File: src/rtl/pr_bus_arbiter_if.sv
// pr_bus_arbiter_if
//  Bundles the two master request/response channels and the peripheral (Pr)
//  bridge channel that pr_bus_arbiter shares between them.
//  Modports:
//   slave  - the arbiter side: takes requests and pr_rd, drives acks, read data,
//            pr_addr/pr_wd/pr_be/pr_we and busy.
//   master - the requesting side (masters plus bridge model): the reverse.
//  Signals:
//   m0_req/m1_req     request, held with its payload until the matching ack
//   m0_addr/m1_addr   30-bit word address [31:2]
//   m0_wd/m1_wd       32-bit write data
//   m0_be/m1_be       4-bit byte enables
//   m0_we/m1_we       1 = write, 0 = read
//   m0_ack/m1_ack     one-cycle completion pulse
//   m0_rd/m1_rd       read data, valid only while the matching ack is high
//   pr_addr/pr_wd/pr_be/pr_we  registered bridge inputs
//   pr_rd             read data returned by the bridge
//   busy              arbiter has a transaction in flight
interface pr_bus_arbiter_if;
   logic        m0_req;
   logic [29:0] m0_addr;
   logic [31:0] m0_wd;
   logic [3:0]  m0_be;
   logic        m0_we;
   logic        m0_ack;
   logic [31:0] m0_rd;

   logic        m1_req;
   logic [29:0] m1_addr;
   logic [31:0] m1_wd;
   logic [3:0]  m1_be;
   logic        m1_we;
   logic        m1_ack;
   logic [31:0] m1_rd;

   logic [29:0] pr_addr;
   logic [31:0] pr_wd;
   logic [3:0]  pr_be;
   logic        pr_we;
   logic [31:0] pr_rd;

   logic        busy;

   modport slave (
      input  m0_req, m0_addr, m0_wd, m0_be, m0_we,
      output m0_ack, m0_rd,
      input  m1_req, m1_addr, m1_wd, m1_be, m1_we,
      output m1_ack, m1_rd,
      output pr_addr, pr_wd, pr_be, pr_we,
      input  pr_rd,
      output busy
   );

   modport master (
      output m0_req, m0_addr, m0_wd, m0_be, m0_we,
      input  m0_ack, m0_rd,
      output m1_req, m1_addr, m1_wd, m1_be, m1_we,
      input  m1_ack, m1_rd,
      input  pr_addr, pr_wd, pr_be, pr_we,
      output pr_rd,
      input  busy
   );
endinterface

File: src/rtl/pr_bus_arbiter.sv
// pr_bus_arbiter
//  Shares the peripheral (Pr) bus in front of the device bridge between M0
//  (CPU memory stage) and M1 (DMA/debug port). One transaction at a time is
//  registered onto pr_*, the bridge read latency is waited out, and then the
//  read data and a one-cycle ack are returned to the winning master.
//  Contention is resolved round-robin, and only in IDLE.
//  Parameters:
//   RD_LAT    cycles from pr_* issue to valid pr_rd, legal 1..7
//   M0_FIRST  1: M0 wins the first tie after reset, 0: M1 wins it
//  Ports:
//   clk   single clock, all state on posedge
//   rst   synchronous active-high reset
//   bus   pr_bus_arbiter_if.slave (master channels, bridge channel, busy)
//  Every output is a flop; no request reaches an ack or pr_* output
//  combinationally.
module pr_bus_arbiter #(
   parameter int RD_LAT   = 1,
   parameter bit M0_FIRST = 1'b1
) (
   input logic            clk,
   input logic            rst,
   pr_bus_arbiter_if.slave bus
);

   if (RD_LAT < 1 || RD_LAT > 7) begin : g_rd_lat_check
      $error("pr_bus_arbiter: RD_LAT must be in 1..7");
   end

   typedef enum logic [1:0] {IDLE, ISSUE, WAIT, ACK} state_t;

   state_t      state;
   state_t      next_state;

   // Master encoding for grant/last_grant: 0 = M0, 1 = M1
   logic        grant;
   logic        last_grant;
   logic [2:0]  lat_cnt;

   logic [29:0] pr_addr_q;
   logic [31:0] pr_wd_q;
   logic [3:0]  pr_be_q;
   logic        pr_we_q;
   logic        m0_ack_q;
   logic        m1_ack_q;
   logic [31:0] m0_rd_q;
   logic [31:0] m1_rd_q;
   logic        busy_q;

   logic        any_req;
   logic        pick;
   logic        load;
   logic        ack0_d;
   logic        ack1_d;
   logic        busy_d;

   assign any_req = bus.m0_req || bus.m1_req;

   // State register
   always_ff @(posedge clk) begin
      if (rst) begin
         state <= IDLE;
      end else begin
         state <= next_state;
      end
   end

   // Next-state logic; WAIT leaves on the cycle the bridge data is valid
   always_comb begin
      next_state = state;
      case (state)
         IDLE:    if (any_req) next_state = ISSUE;
         ISSUE:   next_state = WAIT;
         WAIT:    if (lat_cnt == 3'd1) next_state = ACK;
         ACK:     next_state = IDLE;
         default: next_state = IDLE;
      endcase
   end

   // Output/datapath decode; these feed the output flops below.
   // On a tie the master that did not win last time gets the bus.
   always_comb begin
      pick   = (bus.m0_req && bus.m1_req) ? ~last_grant : bus.m1_req;
      load   = (state == IDLE) && any_req;
      ack0_d = (state == WAIT) && (lat_cnt == 3'd1) && !grant;
      ack1_d = (state == WAIT) && (lat_cnt == 3'd1) && grant;
      busy_d = (next_state != IDLE);
   end

   // Output and datapath registers. pr_addr/pr_wd/pr_be hold after ISSUE so
   // the bridge keeps seeing the address through WAIT; pr_we is a one-cycle
   // strobe. The captured pr_rd is steered only to the acked master.
   always_ff @(posedge clk) begin
      if (rst) begin
         grant      <= 1'b0;
         last_grant <= M0_FIRST ? 1'b1 : 1'b0;
         lat_cnt    <= 3'd0;
         pr_addr_q  <= '0;
         pr_wd_q    <= '0;
         pr_be_q    <= '0;
         pr_we_q    <= 1'b0;
         m0_ack_q   <= 1'b0;
         m1_ack_q   <= 1'b0;
         m0_rd_q    <= '0;
         m1_rd_q    <= '0;
         busy_q     <= 1'b0;
      end else begin
         if (load) begin
            grant     <= pick;
            pr_addr_q <= pick ? bus.m1_addr : bus.m0_addr;
            pr_wd_q   <= pick ? bus.m1_wd   : bus.m0_wd;
            pr_be_q   <= pick ? bus.m1_be   : bus.m0_be;
            pr_we_q   <= pick ? bus.m1_we   : bus.m0_we;
         end else begin
            pr_we_q   <= 1'b0;
         end

         if (state == ISSUE) begin
            lat_cnt <= 3'(RD_LAT);
         end else if (state == WAIT) begin
            lat_cnt <= lat_cnt - 3'd1;
         end

         if (state == ACK) begin
            last_grant <= grant;
         end

         m0_ack_q <= ack0_d;
         m1_ack_q <= ack1_d;
         m0_rd_q  <= ack0_d ? bus.pr_rd : 32'd0;
         m1_rd_q  <= ack1_d ? bus.pr_rd : 32'd0;
         busy_q   <= busy_d;
      end
   end

   assign bus.pr_addr = pr_addr_q;
   assign bus.pr_wd   = pr_wd_q;
   assign bus.pr_be   = pr_be_q;
   assign bus.pr_we   = pr_we_q;
   assign bus.m0_ack  = m0_ack_q;
   assign bus.m1_ack  = m1_ack_q;
   assign bus.m0_rd   = m0_rd_q;
   assign bus.m1_rd   = m1_rd_q;
   assign bus.busy    = busy_q;

endmodule
File: src/flat_wrapper.sv
// flat-port wrapper written by rule: the top's interface ports become plain ports
module pr_bus_arbiter_flat 
#(
   parameter int RD_LAT   = 1,
   parameter bit M0_FIRST = 1'b1
)
  (clk, rst, bus_m0_req, bus_m0_addr, bus_m0_wd, bus_m0_be, bus_m0_we, bus_m0_ack, bus_m0_rd, bus_m1_req, bus_m1_addr, bus_m1_wd, bus_m1_be, bus_m1_we, bus_m1_ack, bus_m1_rd, bus_pr_addr, bus_pr_wd, bus_pr_be, bus_pr_we, bus_pr_rd, bus_busy);
  pr_bus_arbiter_if bus_i ();
  input logic clk;
  input logic rst;
  input wire logic [$bits(bus_i.m0_req)-1:0] bus_m0_req;
  input wire logic [$bits(bus_i.m0_addr)-1:0] bus_m0_addr;
  input wire logic [$bits(bus_i.m0_wd)-1:0] bus_m0_wd;
  input wire logic [$bits(bus_i.m0_be)-1:0] bus_m0_be;
  input wire logic [$bits(bus_i.m0_we)-1:0] bus_m0_we;
  output wire logic [$bits(bus_i.m0_ack)-1:0] bus_m0_ack;
  output wire logic [$bits(bus_i.m0_rd)-1:0] bus_m0_rd;
  input wire logic [$bits(bus_i.m1_req)-1:0] bus_m1_req;
  input wire logic [$bits(bus_i.m1_addr)-1:0] bus_m1_addr;
  input wire logic [$bits(bus_i.m1_wd)-1:0] bus_m1_wd;
  input wire logic [$bits(bus_i.m1_be)-1:0] bus_m1_be;
  input wire logic [$bits(bus_i.m1_we)-1:0] bus_m1_we;
  output wire logic [$bits(bus_i.m1_ack)-1:0] bus_m1_ack;
  output wire logic [$bits(bus_i.m1_rd)-1:0] bus_m1_rd;
  output wire logic [$bits(bus_i.pr_addr)-1:0] bus_pr_addr;
  output wire logic [$bits(bus_i.pr_wd)-1:0] bus_pr_wd;
  output wire logic [$bits(bus_i.pr_be)-1:0] bus_pr_be;
  output wire logic [$bits(bus_i.pr_we)-1:0] bus_pr_we;
  input wire logic [$bits(bus_i.pr_rd)-1:0] bus_pr_rd;
  output wire logic [$bits(bus_i.busy)-1:0] bus_busy;
  assign bus_i.m0_req = bus_m0_req;
  assign bus_i.m0_addr = bus_m0_addr;
  assign bus_i.m0_wd = bus_m0_wd;
  assign bus_i.m0_be = bus_m0_be;
  assign bus_i.m0_we = bus_m0_we;
  assign bus_m0_ack = bus_i.m0_ack;
  assign bus_m0_rd = bus_i.m0_rd;
  assign bus_i.m1_req = bus_m1_req;
  assign bus_i.m1_addr = bus_m1_addr;
  assign bus_i.m1_wd = bus_m1_wd;
  assign bus_i.m1_be = bus_m1_be;
  assign bus_i.m1_we = bus_m1_we;
  assign bus_m1_ack = bus_i.m1_ack;
  assign bus_m1_rd = bus_i.m1_rd;
  assign bus_pr_addr = bus_i.pr_addr;
  assign bus_pr_wd = bus_i.pr_wd;
  assign bus_pr_be = bus_i.pr_be;
  assign bus_pr_we = bus_i.pr_we;
  assign bus_i.pr_rd = bus_pr_rd;
  assign bus_busy = bus_i.busy;
  pr_bus_arbiter #(.RD_LAT(RD_LAT), .M0_FIRST(M0_FIRST)) u_core (.clk(clk), .rst(rst), .bus(bus_i));
endmodule
File: config.mk
export PLATFORM = sky130hd
export DESIGN_NAME = pr_bus_arbiter_flat
export DESIGN_NICKNAME = d
export VERILOG_FILES = /design/src/rtl/pr_bus_arbiter_if.sv /design/src/rtl/pr_bus_arbiter.sv /design/src/flat_wrapper.sv
export SDC_FILE = /design/constraint.sdc
export NUM_CORES = 1
export LEC_CHECK = 0
export BUFFER_PORTS_ARGS = -buffer_cell sky130_fd_sc_hd__buf_2
export CAP_MARGIN = 30
export CORE_MARGIN = 2
export CORE_UTILIZATION = 39
export DETAILED_ROUTE_END_ITERATION = 8
export PLACE_DENSITY_LB_ADDON = 0.2
export SLEW_MARGIN = 20
export SYNTH_ARGS = -nofsm -noshare
export SYNTH_HDL_FRONTEND = slang
export SYNTH_SLANG_ARGS = --single-unit
File: constraint.sdc
create_clock -name clk -period 1.6 [get_ports clk]
set_clock_uncertainty 0.1 [all_clocks]
set_input_delay 0.32 -clock clk [delete_from_list [all_inputs] [get_ports clk]]
set_output_delay 0.32 -clock clk [all_outputs]
set_load 0.005 [all_outputs]
==> summary.txt <==
Clocking
  • Max H-tree Level: 4
  • Clock latency on the worst-skew pair: 0.40 ns
  • Root buf cell: clkbuf_16
  • Hold buffer count at CTS: 0
  • Clock sink count: 141
  • Longest Clk Path Bufs: 2
  • CTS buffer count: 17
  • TritonCTS clock tree: built
  • Clock-pin slew on the worst setup and hold paths: 0.06 ns

Run
  • Number of max-cap violations: 0

Floorplan
  • Core area: 12600 um^2
  • Die Span X: 118 um
  • Starting Density: 40.0%
  • Die outline height: 118 um
  • I/O Pins: 304
  • Die footprint: 13900 um^2
  • Num rows: 41

Drt
  • DRT Wirelength: 15700 um
  • Post-DR vias/cell: 4.86
  • Final ANT Viol Nets: 0
  • Vias post-DR: 5047
  • First-pass DRT Iterations: 6
  • Initial DRC Count: 315
  • DR WL/cell: 15.1 um
  • Drt drc: 0

Timing
  • Final-report setup violation count: 0
  • Slew @ Worst Pin: 0.388 ns
  • Post-layout min period: 1.56 ns
  • Max frequency: 641 MHz
  • RSZ-0062 raised after global routing: true
  • Slew HR: 73.8%
  • Pins Over Slew Limit: 0
  • Final-report hold violation count: 0
  • Post-route clock period utilization: 97.4%
  • Setup TNS: 0 ns

Logic synthesis
  • Syn nets: 729
  • Dominant cells by area after synthesis: dfxtp_1 (56%), a211oi_1 (10%), and2_1 (7.9%)
  • Syn Std Cell Area: 5050 um^2
  • FFs w/ async S/R, synth: 0%
  • Synth area leader: dfxtp_1
  • Syn Inst Count: 552
  • Post-synthesis average cell area: 9.15 um^2
  • Top cell type's share of synthesized area: 55.9%
  • Post-synth cell types: 30
  • EDFF count, synth: 0
  • #FFs+latches synth: 141
  • Register area share after synthesis: 55.9%
  • Synth warn: 0
  • Ys flop type: dfxtp_1

Power and ir drop
  • Max VDD drop: 0.840 mV
  • Leakage: 3.85 nW
  • Total power: 12.6 mW
  • P per Cell Area: 1660 nW/um^2

Finish
  • Fill cell count: 1128
  • FF+latch area: 2820 um^2
  • Most frequent cells in the layout: buf_2 (303), dfxtp_1 (140), nor2_1 (71), nand2_1 (68), a21oi_1 (66)
  • Area of the multi-input gates: 2060 um^2
  • Layout cells sized above 1: 42.8%
  • Most common cell after layout, fill and taps aside: buf_2
  • Area growth syn-to-layout: 49.9%
  • Nets: 1031
  • Number of diodes: 0
  • Final core occ: 60.0%

Place
  • Port-buffer cells: 303
  • Detailed-placement wirelength estimate: 10800 um
  • GPL Wtd Cong: 0.827

Worst setup path
  • Reg2Reg Setup Slack: 0.04 ns
  • CP Max Fanout: 33
  • CP endpoint kind: flop
  • Crit Path Class: flop to flop
  • CP cell instances: inv_1 -> ha_2 -> o21a_4 -> buf_12 -> nor2_1 -> a211oi_1
  • Req. time, crit path: 1.81 ns
  • CP arrival: 1.77 ns
  • CP max stage cell: dfxtp_1
  • Crit-path max cell delay: 0.32 ns
  • Launching element type of the critical path: flop

Outcome
  • Status: finished, final reports clean

Global route
  • Initial antenna violation count: 1
  • Vias in the first global route: 5018
  • GRT Overall Usage: 21.8%
  • Pin count of the biggest net entering global routing: 64
  • Grt total ovfl: 0
  • First-pass GRT wire length: 24600 um

Min path
  • Hold Path Class: primary input to flop
==> registers in the layout (all words and copies together) (netlist names) <==
register            cells
u_core.bus.m1_rd       32
u_core.last_grant       1
u_core.bus.pr_wd       32
u_core.bus.m0_rd       32
u_core.bus.m1_ack       1
u_core.state            2
u_core.bus.pr_addr     30
u_core.bus.busy         1
u_core.bus.pr_be        4
u_core.bus.pr_we        1
u_core.bus.m0_ack       1
u_core.grant            1
u_core.lat_cnt          3
==> logic make-up (layout without fill, tap and decap cells) <==
logic type      after synthesis  after routing  share of synthesized area, %
compound gates              141            141                          17.9
flops                       141            141                          55.9
xor+xnor                      1              1                         0.173
simple gates                213            213                          19.7
fa+ha+maj                     7              7                          1.73
buf+inv                      48            363                          4.41
mux                           1              1                         0.198
==> timing repair <==
| action | CTS | global route |
|---|---|---|
| pin swaps | 0 | 9 |
| resized for setup | 3 | 8 |
| buffers inserted | 0 | 2 |
| endpoints found under the setup margin | 14 | 61 |
| cloned | 0 | 3 |
==> critical path, delay by kind of cell, from the launching register on <==
family | cells | cell delay, ns
fa+ha+maj | 1 | 0.25
compound gates | 2 | 0.41
buf+inv | 2 | 0.30
flops | 1 | 0.32
simple gates | 1 | 0.07
==> path summary, 6_finish.rpt <==
kind              depth (start not counted)                     end         startpoint
setup / recovery                          6  u_core.bus.pr_addr[17]    u_core.state[1]
hold / removal                            2    u_core.bus.m0_rd[28]      bus_pr_rd[28]
setup reg to reg                          6  u_core.bus.pr_addr[17]    u_core.state[1]
hold reg to reg                           2       u_core.lat_cnt[1]  u_core.lat_cnt[1]
==> Yosys cell counts, types with 3 or more instances <==
library cell    n
dfxtp_1       141
nor2_1         71
nand2_1        68
a211oi_1       67
a21oi_1        66
and2_1         64
clkbuf_1       23
buf_2          13
ha_1            7
inv_1           6
buf_4           5
nor3_1          3
==> cell type report <==
type,count,share of cell area [%]
timing repair buffer,325,24.1
sequential,141,37.3
clock buffer,18,5.80
multi-input combinational,363,27.2
clock inverter,14,2.43
tap,172,2.84
inverter,6,0.297
==> through the flow <==
stage          hold WS (ns)  std cells  setup WS, ns  cell area [um^2]
3_5_place_dp          0.387       1002       -0.0605              6830
5_1_grt             0.00871       1039       -0.0447              7570
3_3_place_gp          0.371       1002        0.0626              6830
4_1_cts             0.00539       1034        0.0312              7460
6_report             0.0248       1039        0.0411              7570
2_1_floorplan         0.342        552        0.0453              5050
==> power breakdown <==
part | switching [mW] | leakage (nW) | internal, mW | total, mW
Clock | 1.57 | 0.303 | 2.53 | 4.10
Combinational | 2.10 | 2.39 | 1.75 | 3.85
Sequential | 0.390 | 1.15 | 4.24 | 4.63
Total | 4.06 | 3.85 | 8.52 | 12.6
==> layer usage <==
layer / vias to the layer above / wire length [um] / share of wire [%] / GRT usage [%]
met2: 261 / 7680 / 49 / 37.8
met3: 26 / 1300 / 8.3 / 6.35
met1: 2296 / 6370 / 41 / 25.3
met4: 2 / 329 / 2.1 / 8.36
met5: - / 13 / 0.083 / 0
li1: 2462 / - / - / -
Note: power is estimated with default switching activity, not from simulation.
